## src/rtl/world_loader.sv

```systemverilog
// world_loader: turns a sync-framed UART byte stream into voxel cache writes.
// Coordinates advance z-fastest, and a trailing XOR checksum validates the frame.
`timescale 1ns/1ps
module world_loader #(
  parameter int         LENGTH    = 64,
  parameter int         WIDTH     = 64,
  parameter int         HEIGHT    = 16,
  parameter logic [7:0] SYNC_BYTE = 8'hA5,
  localparam int        XW        = $clog2(LENGTH),
  localparam int        YW        = $clog2(WIDTH),
  localparam int        ZW        = $clog2(HEIGHT)
) (
  input  logic          clk_in,
  input  logic          rst_in,
  input  logic [7:0]    uart_data_in,
  input  logic          uart_valid_in,
  input  logic          start_in,
  output logic [XW-1:0] x_out,
  output logic [YW-1:0] y_out,
  output logic [ZW-1:0] z_out,
  output logic [4:0]    block_data_out,
  output logic          write_out,
  output logic          busy_out,
  output logic          done_out,
  output logic          error_out
);

  localparam logic [1:0] S_IDLE    = 2'd0;
  localparam logic [1:0] S_SYNC    = 2'd1;
  localparam logic [1:0] S_PAYLOAD = 2'd2;
  localparam logic [1:0] S_CHECK   = 2'd3;

  logic [1:0]    r_state;
  logic [XW-1:0] r_x_cnt;
  logic [YW-1:0] r_y_cnt;
  logic [ZW-1:0] r_z_cnt;
  logic [7:0]    r_acc;

  logic [XW-1:0] r_x_out;
  logic [YW-1:0] r_y_out;
  logic [ZW-1:0] r_z_out;
  logic [4:0]    r_block;
  logic          r_write;
  logic          r_done;
  logic          r_error;

  logic w_accept;
  logic w_sync_hit;
  logic w_pay_byte;
  logic w_chk_byte;
  logic w_x_last;
  logic w_y_last;
  logic w_z_last;
  logic w_frame_last;

  // A byte arriving together with start_in is dropped: the restart takes priority.
  assign w_accept     = uart_valid_in & ~start_in;
  assign w_sync_hit   = w_accept && (r_state == S_SYNC) && (uart_data_in == SYNC_BYTE);
  assign w_pay_byte   = w_accept && (r_state == S_PAYLOAD);
  assign w_chk_byte   = w_accept && (r_state == S_CHECK);

  assign w_x_last     = (r_x_cnt == XW'(LENGTH - 1));
  assign w_y_last     = (r_y_cnt == YW'(WIDTH - 1));
  assign w_z_last     = (r_z_cnt == ZW'(HEIGHT - 1));
  assign w_frame_last = w_x_last & w_y_last & w_z_last;

  always_ff @(posedge clk_in or posedge rst_in) begin
    if (rst_in) begin
      r_state <= S_IDLE;
    end else if (start_in) begin
      r_state <= S_SYNC;
    end else begin
      case (r_state)
        S_SYNC:    if (w_sync_hit) r_state <= S_PAYLOAD;
        S_PAYLOAD: if (w_pay_byte && w_frame_last) r_state <= S_CHECK;
        S_CHECK:   if (w_chk_byte) r_state <= S_IDLE;
        default:   r_state <= r_state;
      endcase
    end
  end

  // Ripple-carry coordinate counters; x wraps naturally since LENGTH is a power of two.
  always_ff @(posedge clk_in or posedge rst_in) begin
    if (rst_in) begin
      r_x_cnt <= '0;
      r_y_cnt <= '0;
      r_z_cnt <= '0;
    end else if (w_sync_hit) begin
      r_x_cnt <= '0;
      r_y_cnt <= '0;
      r_z_cnt <= '0;
    end else if (w_pay_byte) begin
      if (w_z_last) begin
        r_z_cnt <= '0;
        if (w_y_last) begin
          r_y_cnt <= '0;
          r_x_cnt <= r_x_cnt + 1'b1;
        end else begin
          r_y_cnt <= r_y_cnt + 1'b1;
        end
      end else begin
        r_z_cnt <= r_z_cnt + 1'b1;
      end
    end
  end

  always_ff @(posedge clk_in or posedge rst_in) begin
    if (rst_in) begin
      r_acc <= '0;
    end else if (w_sync_hit) begin
      r_acc <= '0;
    end else if (w_pay_byte) begin
      r_acc <= r_acc ^ uart_data_in;
    end
  end

  always_ff @(posedge clk_in or posedge rst_in) begin
    if (rst_in) begin
      r_write <= 1'b0;
      r_x_out <= '0;
      r_y_out <= '0;
      r_z_out <= '0;
      r_block <= '0;
    end else begin
      r_write <= w_pay_byte;
      if (w_pay_byte) begin
        r_x_out <= r_x_cnt;
        r_y_out <= r_y_cnt;
        r_z_out <= r_z_cnt;
        r_block <= uart_data_in[4:0];
      end
    end
  end

  // error_out is sticky across frames until the next start_in re-arms the loader.
  always_ff @(posedge clk_in or posedge rst_in) begin
    if (rst_in) begin
      r_done  <= 1'b0;
      r_error <= 1'b0;
    end else begin
      r_done <= w_chk_byte;
      if (start_in) begin
        r_error <= 1'b0;
      end else if (w_chk_byte) begin
        r_error <= (uart_data_in != r_acc);
      end
    end
  end

  assign x_out          = r_x_out;
  assign y_out          = r_y_out;
  assign z_out          = r_z_out;
  assign block_data_out = r_block;
  assign write_out      = r_write;
  assign done_out       = r_done;
  assign error_out      = r_error;
  assign busy_out       = (r_state != S_IDLE);

endmodule
```

## config.mk

```make
export PLATFORM = sky130hd
export DESIGN_NAME = world_loader
export DESIGN_NICKNAME = d
export VERILOG_FILES = /design/src/rtl/world_loader.sv
export SDC_FILE = /design/constraint.sdc
export NUM_CORES = 1
export LEC_CHECK = 0
export ABC_CLOCK_PERIOD_IN_PS = 2300
export BUFFER_PORTS_ARGS = -buffer_cell sky130_fd_sc_hd__buf_2
export CAP_MARGIN = 10
export CORE_ASPECT_RATIO = 0.6
export CORE_MARGIN = 2
export CORE_UTILIZATION = 55
export DETAILED_ROUTE_END_ITERATION = 10
export PLACE_DENSITY_LB_ADDON = 0.05
export SLEW_MARGIN = 20
export SYNTH_ARGS = -nofsm -noshare
export SYNTH_HDL_FRONTEND = slang
export SYNTH_SLANG_ARGS = --single-unit
```

## constraint.sdc

```tcl
create_clock -name clk_in -period 2.3 [get_ports clk_in]
set_input_delay 0 -clock clk_in [delete_from_list [all_inputs] [get_ports clk_in]]
set_output_delay 0 -clock clk_in [all_outputs]
set_load 0.02 [all_outputs]
```

# Yosys cells after proc, flatten, opt, wreduce, memory -nomap -nowiden
# Index checks and enable logic that the tools add are counted.
# word_totals
ff_bits,50
latch_bits,0
ramBits,0
rom_bits,0
inputBits,12
output_inout_bits,25
word_cells,65
mem_count,0
# classes
add_sub_neg,3
multipliers,0
n_div,0
magnitude_cmp,0
eq_ne,11
shift,0
mux,20
bitwise,5
reduce_logical,14
# op_table
operator,count
$mux W6,8
$mux W8,2
$add A6 B1 Y6 const B,2
$eq A6 B6 Y1 const B,2
$mux W4,3
$reduce_bool A2 Y1,5
$eq A8 B8 Y1 const B,1
$mux W2,4
$ne A8 B8 Y1,1
$xor A8 B8 Y8,1
$ne A3 B3 Y1 const B,2
$pmux W2 S3,1
$logic_and A1 B1 Y1,5
$add A4 B1 Y4 const B,1
$eq A2 B2 Y1 const B,2
$eq A4 B4 Y1 const B,1
$reduce_and A4 Y1,1
$reduce_bool A4 Y1,1
$and A1 B1 Y1,3
$ne A3 B2 Y1 const B,1
$reduce_and A3 Y1,1
$eq A2 B1 Y1 const B,1
$mux W1,2
$reduce_and A2 Y1,1
$not A1 Y1,1

# Longest topological paths before layout
# Gate-level depths: netlist (run 1).
# depth
word_depth,7
mapped_depth,7
depth_no_buf,5

# Least setup slack after synthesis (run 1)
# No wires, ideal clock.
# synth_path
path_type,register -> register
start,register r_z_cnt[0]
end,register r_x_cnt[5]
setup_time_ns,0.120
arrival_time_ns,1.705
required_time_ns,2.180
slack_ns,0.475
path_stages_with_launch,6
n_path_buf,0
synth_period_minus_slack_ns,1.825
path_cell_list,dfrtp_1 > ha_1 > nand3_1 > nor4_1 > a211oi_1 > a31o_2
# synth_via
elab_chain_cells,3
# synth_rtl
item,line_no,source
start: declaration,36,logic [ZW-1:0] r_z_cnt;
start signal: assignment,102,r_z_cnt <= r_z_cnt + 1'b1;
$eq A4 B4 Y1,64,assign w_z_last = (r_z_cnt == ZW'(HEIGHT - 1));
$reduce_bool A2 Y1 (no source line),n/a,
$reduce_and A3 Y1 (no source line),n/a,
end signal: assignment,97,r_x_cnt <= r_x_cnt + 1'b1;
end: declaration,34,logic [XW-1:0] r_x_cnt;
# Every way passes these cells.
# A chain may end at the register's enable or synchronous reset.

# Final worst setup path (run 1)
# layout_path
start,register r_y_cnt[0]
end,register r_x_cnt[4]
# layout_via
elab_chain_cells,3
# layout_rtl
item,line_no,source
start: declaration,35,logic [YW-1:0] r_y_cnt;
start signal: assignment,99,r_y_cnt <= r_y_cnt + 1'b1;
$eq A6 B6 Y1,63,assign w_y_last = (r_y_cnt == YW'(WIDTH - 1));
$reduce_bool A2 Y1 (no source line),n/a,
$reduce_and A3 Y1 (no source line),n/a,
# Every way passes these cells.

==> impl_metrics.ini, run 1 <==
[logic_synthesis]
ys_ff_latch = 50
yosysTopAreaCell = dfrtp_1
syn-instance-count = 244
synth.avg_cell_area_um2 = 9.35
yosysWarnings = 0
synth.net_count = 259
synth_cell_type_count = 35
synth.area.top_cells = dfrtp_1 55%, nand2_1 13%, xor2_1 4.6%
yosys-top-cells-count = 79 x nand2_1, 50 x dfrtp_1, 23 x nor2_1
yosysMostFrequentCell = nand2_1
ys_seq_area_frac = 0.549
async_reset_ff_frac = 1.00
synth-edff-count = 0
synth-main-ff-cell = dfrtp_1
syn-cell-area_um2 = 2280
synth_top_area_frac = 0.549

[die]
dieArea_um2 = 4700
start_util = 0.563
ios = 37
die_y_um = 53.9
dieWidth_um = 87.1
rows = 18
coreArea_um2 = 4050

[clock_network]
cts_tree = yes
cts_resized = 0
clockRootBuffer = clkbuf_8
clk_latency_ps = 300
cts_setup_buffers = 0
cts.clk_slew.worst_paths_ps = 90
clockBufferDepth = 2
cts_hold_buf = 6
cts.htree.levels = 2
cts_sinks = 50
cts-buffers-inserted = 5

[power_and_ir_drop]
pwr-share-clk = 0.445
p_leak_nw = 1.45
ir_drop_uv = 399
switching_power_w = 0.000325
p_comb_frac = 0.035
sequentialPowerShare = 0.520
internal_power_w = 0.00137
power_per_cell_area_nw_per_um2 = 616
swShare = 0.192

[drt]
routed_wirelength_mm = 4.85
drcViolationCount = 0
wire_per_inst_um = 14.1
drt_first_pass_iters = 4
via_per_inst = 5.25
first_iter_violations = 114
dr_total_vias = 1801
ant_nets = 0

[worst_setup_path]
path_buf_inv = 0
reg2regPathDepth = 5
r2r_slack_ps = 320
timing.rr.start = r_y_cnt[0]
slowest_delay_ps = 570
crit_chain = ha_1, nand2_1, or4_4, or3_1, a21oi_1
crit_arrival_ps = 2210
worstSetupEndpointType = register
worst_r2r_endpoint = r_x_cnt[4]
start_kind = register
crit_family = simple AND/OR/NAND/NOR gates
path_max_fanout = 7
slowest_stage = or4_4
critical_path_class = register to register
worstPathRequired_ps = 2530

[global_routing]
antenna_found_initial = 0
grtUsageTotal = 0.227
grt_pass1_wl_mm = 7.88
grt_overflow_total = 0
grt_max_degree = 31
grt_pass1_vias = 1546

[timing]
rsz0062_at_grt = no
setup_violations = 0
tightest_slew_ps = 600
tns_ps = 0
clock_skew_ps = 6.39
max_freq_ghz = 0.506
holdWs_ps = 20.3
finalCritPeriodShare = 0.859
final-hold-violation-count = 0
slew_violations = 0
slew-limit-headroom = 0.600
fin_crit_ps = 1980

[final_layout]
fill_cells = 333
drive_above_1_share = 0.195
nNetsFinal = 307
area_growth_pct = 20.6
design_area_um2 = 2750
final_core_util = 0.678
insertedDiodeCount = 0

[place]
dpl_cell_area_um2 = 2550
dp.final_hpwl_mm = 3.35
place.gp.congestion = 0.767
io_buffers = 36

[worst_hold_path]
worstHoldPathCells = 3
whs_endpoint = block_data_out[3]
min-delay-path-class = input port to register
worst_hold_startpoint = uart_data_in[3]

[outcome]
status = completed

[job]
cap_viol_max_count = 0
==> cells by family after synthesis <==
logic type,count (synthesis),synth area share
flip-flops,50,0.549
adder cells (fa/ha/maj),3,0.0165
multiplexers,1,0.00439
AO/OA/AOI/OAI,22,0.0571
XOR/XNOR,22,0.0845
AND/OR/NAND/NOR,134,0.268
buffers and inverters,12,0.0208
==> power groups by stage <==
stage               logic (W)  clock network (W)  registers, W
floorplan           0.0000259                  0      0.000897
global placement    0.0000523                  0      0.000897
detailed placement  0.0000528                  0      0.000897
CTS                 0.0000611           0.000767      0.000880
global route        0.0000677           0.000801      0.000880
finish              0.0000597           0.000754      0.000880
==> placed cells by master (no fill, tap or decap), types with 4 or more instances in the layout <==
cell,instances
nand2_1,79
dfrtp_1,50
buf_2,36
nor2_1,23
xor2_1,12
xnor2_1,10
a21oi_1,10
buf_4,8
o21ai_0,6
nand3_1,6
clkbuf_8,6
dlygate4sd3_1,6
nand4_1,4
==> final cells by class <==
cell class | count | area (um2) | area share
clock inverters | 2 | 60.1 | 0.0218
clock buffers | 6 | 82.6 | 0.0300
multi-input cells | 182 | 982 | 0.357
repair buffers | 50 | 300 | 0.109
well taps | 50 | 62.6 | 0.0227
inverters | 3 | 11.3 | 0.00409
flip-flops and latches | 50 | 1250 | 0.455
==> worst max path at each step <==
stage / startpoint / to / cells after the start
finish: r_y_cnt[0] / r_x_cnt[4] / 5
global route: r_state[0] / r_z_cnt[3] / 7
CTS: r_state[0] / r_z_cnt[3] / 7
detailed placement: r_state[0] / r_z_cnt[3] / 7
global placement: r_state[0] / r_z_cnt[3] / 7
floorplan: r_z_cnt[0] / r_x_cnt[5] / 5
==> flip-flops by register name, summed over array words and instances (netlist names) <==
signal,flops
x_out,6
r_z_cnt,4
done_out,1
r_state,2
error_out,1
write_out,1
block_data_out,5
r_x_cnt,6
r_acc,8
y_out,6
r_y_cnt,6
z_out,4
==> metal layers <==
layer  wire length (um)  track usage  share of wire
met4                 36       0.0513         0.0074
met1               2530        0.356           0.52
met2               2060        0.316           0.43
met3                218       0.0552          0.045
met5                  0            0              0
==> stage by stage <==
| stage | setup slack [ps] | instances | total power [W] |
|---|---|---|---|
| global route | 208 | 343 | 0.00175 |
| floorplan | 475 | 244 | 0.000923 |
| CTS | 319 | 343 | 0.00171 |
| finish | 324 | 343 | 0.00169 |
| detailed placement | 323 | 329 | 0.000950 |
| global placement | 457 | 329 | 0.000949 |
==> worst register-to-register path, stage by stage (launching register included) <==
cell and delay, ps:
dfrtp_1 470, ha_1 250, nand2_1 150, or4_4 570, or3_1 330, a21oi_1 140
Power figures use the tool's default switching activity.
==> run 2: changes to the inputs <==
CORE_UTILIZATION = 58   (was 55)
CTS_BUF_LIST = sky130_fd_sc_hd__clkbuf_8   (was unset)
==> impl_metrics.ini, run 2 (synthesized netlist as in run 1, its figures left out) <==
[final_layout]
layout_commonest_cell = nand2_1
drive_above_1_share = 0.188
seqCellArea_um2 = 1250
insertedDiodeCount = 0
area_growth_pct = 18.2
fill_cells = 291
top_register = r_acc
final_cell_mix = 79 x nand2_1, 50 x dfrtp_1, 36 x buf_2, 23 x nor2_1, 12 x xor2_1
nNetsFinal = 308
multi_input_area_um2 = 982
largest_reg_flops = 8

[worst_setup_path]
crit_arrival_ps = 2190
path_buf_inv = 0
slowest_delay_ps = 560
crit_chain = ha_1, nand2_1, or4_4, or3_1, a21oi_1
slowest_stage = or4_4
crit_family = simple AND/OR/NAND/NOR gates
worstPathRequired_ps = 2530
worstSetupEndpointType = register
path_max_fanout = 7
start_kind = register
critical_path_class = register to register

[drt]
ant_nets = 0
wl_met1_mm = 2.50
met2_length_mm = 1.93
drt_first_pass_iters = 5
routed.top_layer = met4
routed_wirelength_mm = 4.75
first_iter_violations = 162
drcViolationCount = 0
wire_per_inst_um = 14.0
via_per_inst = 5.46
met3_length_um = 283
dr_total_vias = 1851

[power_and_ir_drop]
ir_drop_uv = 347
power_per_cell_area_nw_per_um2 = 532
sequentialPowerShare = 0.613
p_total_w = 0.00144
pwr-share-clk = 0.346
p_leak_nw = 1.43
switching_power_w = 0.000300
p_comb_frac = 0.041
swShare = 0.209
internal_power_w = 0.00114

[timing]
holdWs_ps = 62.8
slew-limit-headroom = 0.610
tns_ps = 0
clock_skew_ps = 3.50
setup_violations = 0
fin_crit_ps = 1960
max_freq_ghz = 0.510
tightest_slew_ps = 577
finalCritPeriodShare = 0.852
setup_ws_ps = 340
rsz0062_at_grt = no
final-hold-violation-count = 0
slew_violations = 0

[place]
pre_cts_ws_ps = 380
io_buffers = 36
place.gp.congestion = 0.882
dp.final_hpwl_mm = 3.30

[clock_network]
cts.clk_slew.worst_paths_ps = 80
cts_sinks = 50
cts-buffers-inserted = 5
clockRootBuffer = clkbuf_8
clockBufferDepth = 2
cts.htree.levels = 2
clk_latency_ps = 290
cts_tree = yes

[global_routing]
antenna_found_initial = 0
grt_pass1_wl_mm = 8.09
grt_overflow_total = 0
grt_max_degree = 27
grt_pass1_vias = 1679
grtUsageTotal = 0.240

[die]
start_util = 0.613
die_y_um = 52.6
ios = 37
dieArea_um2 = 4470
dieWidth_um = 85.0
rows = 17
coreArea_um2 = 3720

[outcome]
status = completed

[job]
cap_viol_max_count = 0

[worst_hold_path]
min-delay-path-class = input port to register
==> run 2: changes by cell type in the layout (fill, tap and decap cells not counted) <==
cell	delta
bufinv_16	-2
dlygate4sd3_1	+1
==> run 2: layout make-up <==
| class | count | share of cell area |
|---|---|---|
| inverter | 3 | 0.00418 |
| tap | 47 | 0.0218 |
| timing repair buffer | 51 | 0.115 |
| sequential | 50 | 0.464 |
| clock buffer | 6 | 0.0306 |
| multi-input combinational | 182 | 0.364 |
==> run 2: what timing repair did <==
| item | 4_1_cts | 5_1_grt |
|---|---|---|
| buffers inserted | 0 | 0 |
| endpoints found under the hold margin | 33 | 0 |
| resized for setup | 0 | 0 |
| setup endpoints to repair | 0 | 0 |
| hold buffers | 7 | 0 |
==> run 2: through the flow <==
step,utilization,std cells,instance area (um2)
2_1_floorplan,-,244,2280
3_3_place_gp,0.683,326,2540
3_5_place_dp,0.683,326,2540
4_1_cts,0.724,339,2700
5_1_grt,0.724,339,2700
6_report,0.724,339,2700
==> run 2: final timing paths <==
kind | startpoint | end | slack [ps] | depth (start not counted)
max | r_y_cnt[0] | r_x_cnt[4] | 340 | 5
min | uart_data_in[5] | r_acc[5] | 60 | 4
max reg2reg | r_y_cnt[0] | r_x_cnt[4] | 340 | 5
min reg2reg | y_out[1] | y_out[1] | 470 | 2
max in group asynchronous | rst_in | x_out[5] | 1280 | 4
min in group asynchronous | rst_in | block_data_out[2] | 300 | 3
==> run 2: power groups by stage <==
stage | clock [W] | combinational, W | sequential, W
finish | 0.000497 | 0.0000595 | 0.000880
global route | 0.000550 | 0.0000680 | 0.000880
CTS | 0.000509 | 0.0000604 | 0.000880
detailed placement | 0 | 0.0000509 | 0.000897
global placement | 0 | 0.0000505 | 0.000897
floorplan | 0 | 0.0000259 | 0.000897
==> run 2: layer usage <==
layer / GRT usage / vias up
li1: - / 904
met1: 0.369 / 897
met2: 0.332 / 45
met3: 0.0567 / 5
met4: 0.0767 / 0
met5: 0 / -
==> run 2: tightest hold or removal path: stages <==
cell     delay [ps]
buf_2           120
nand2_1          70
xor2_1           60
nor2_1           70
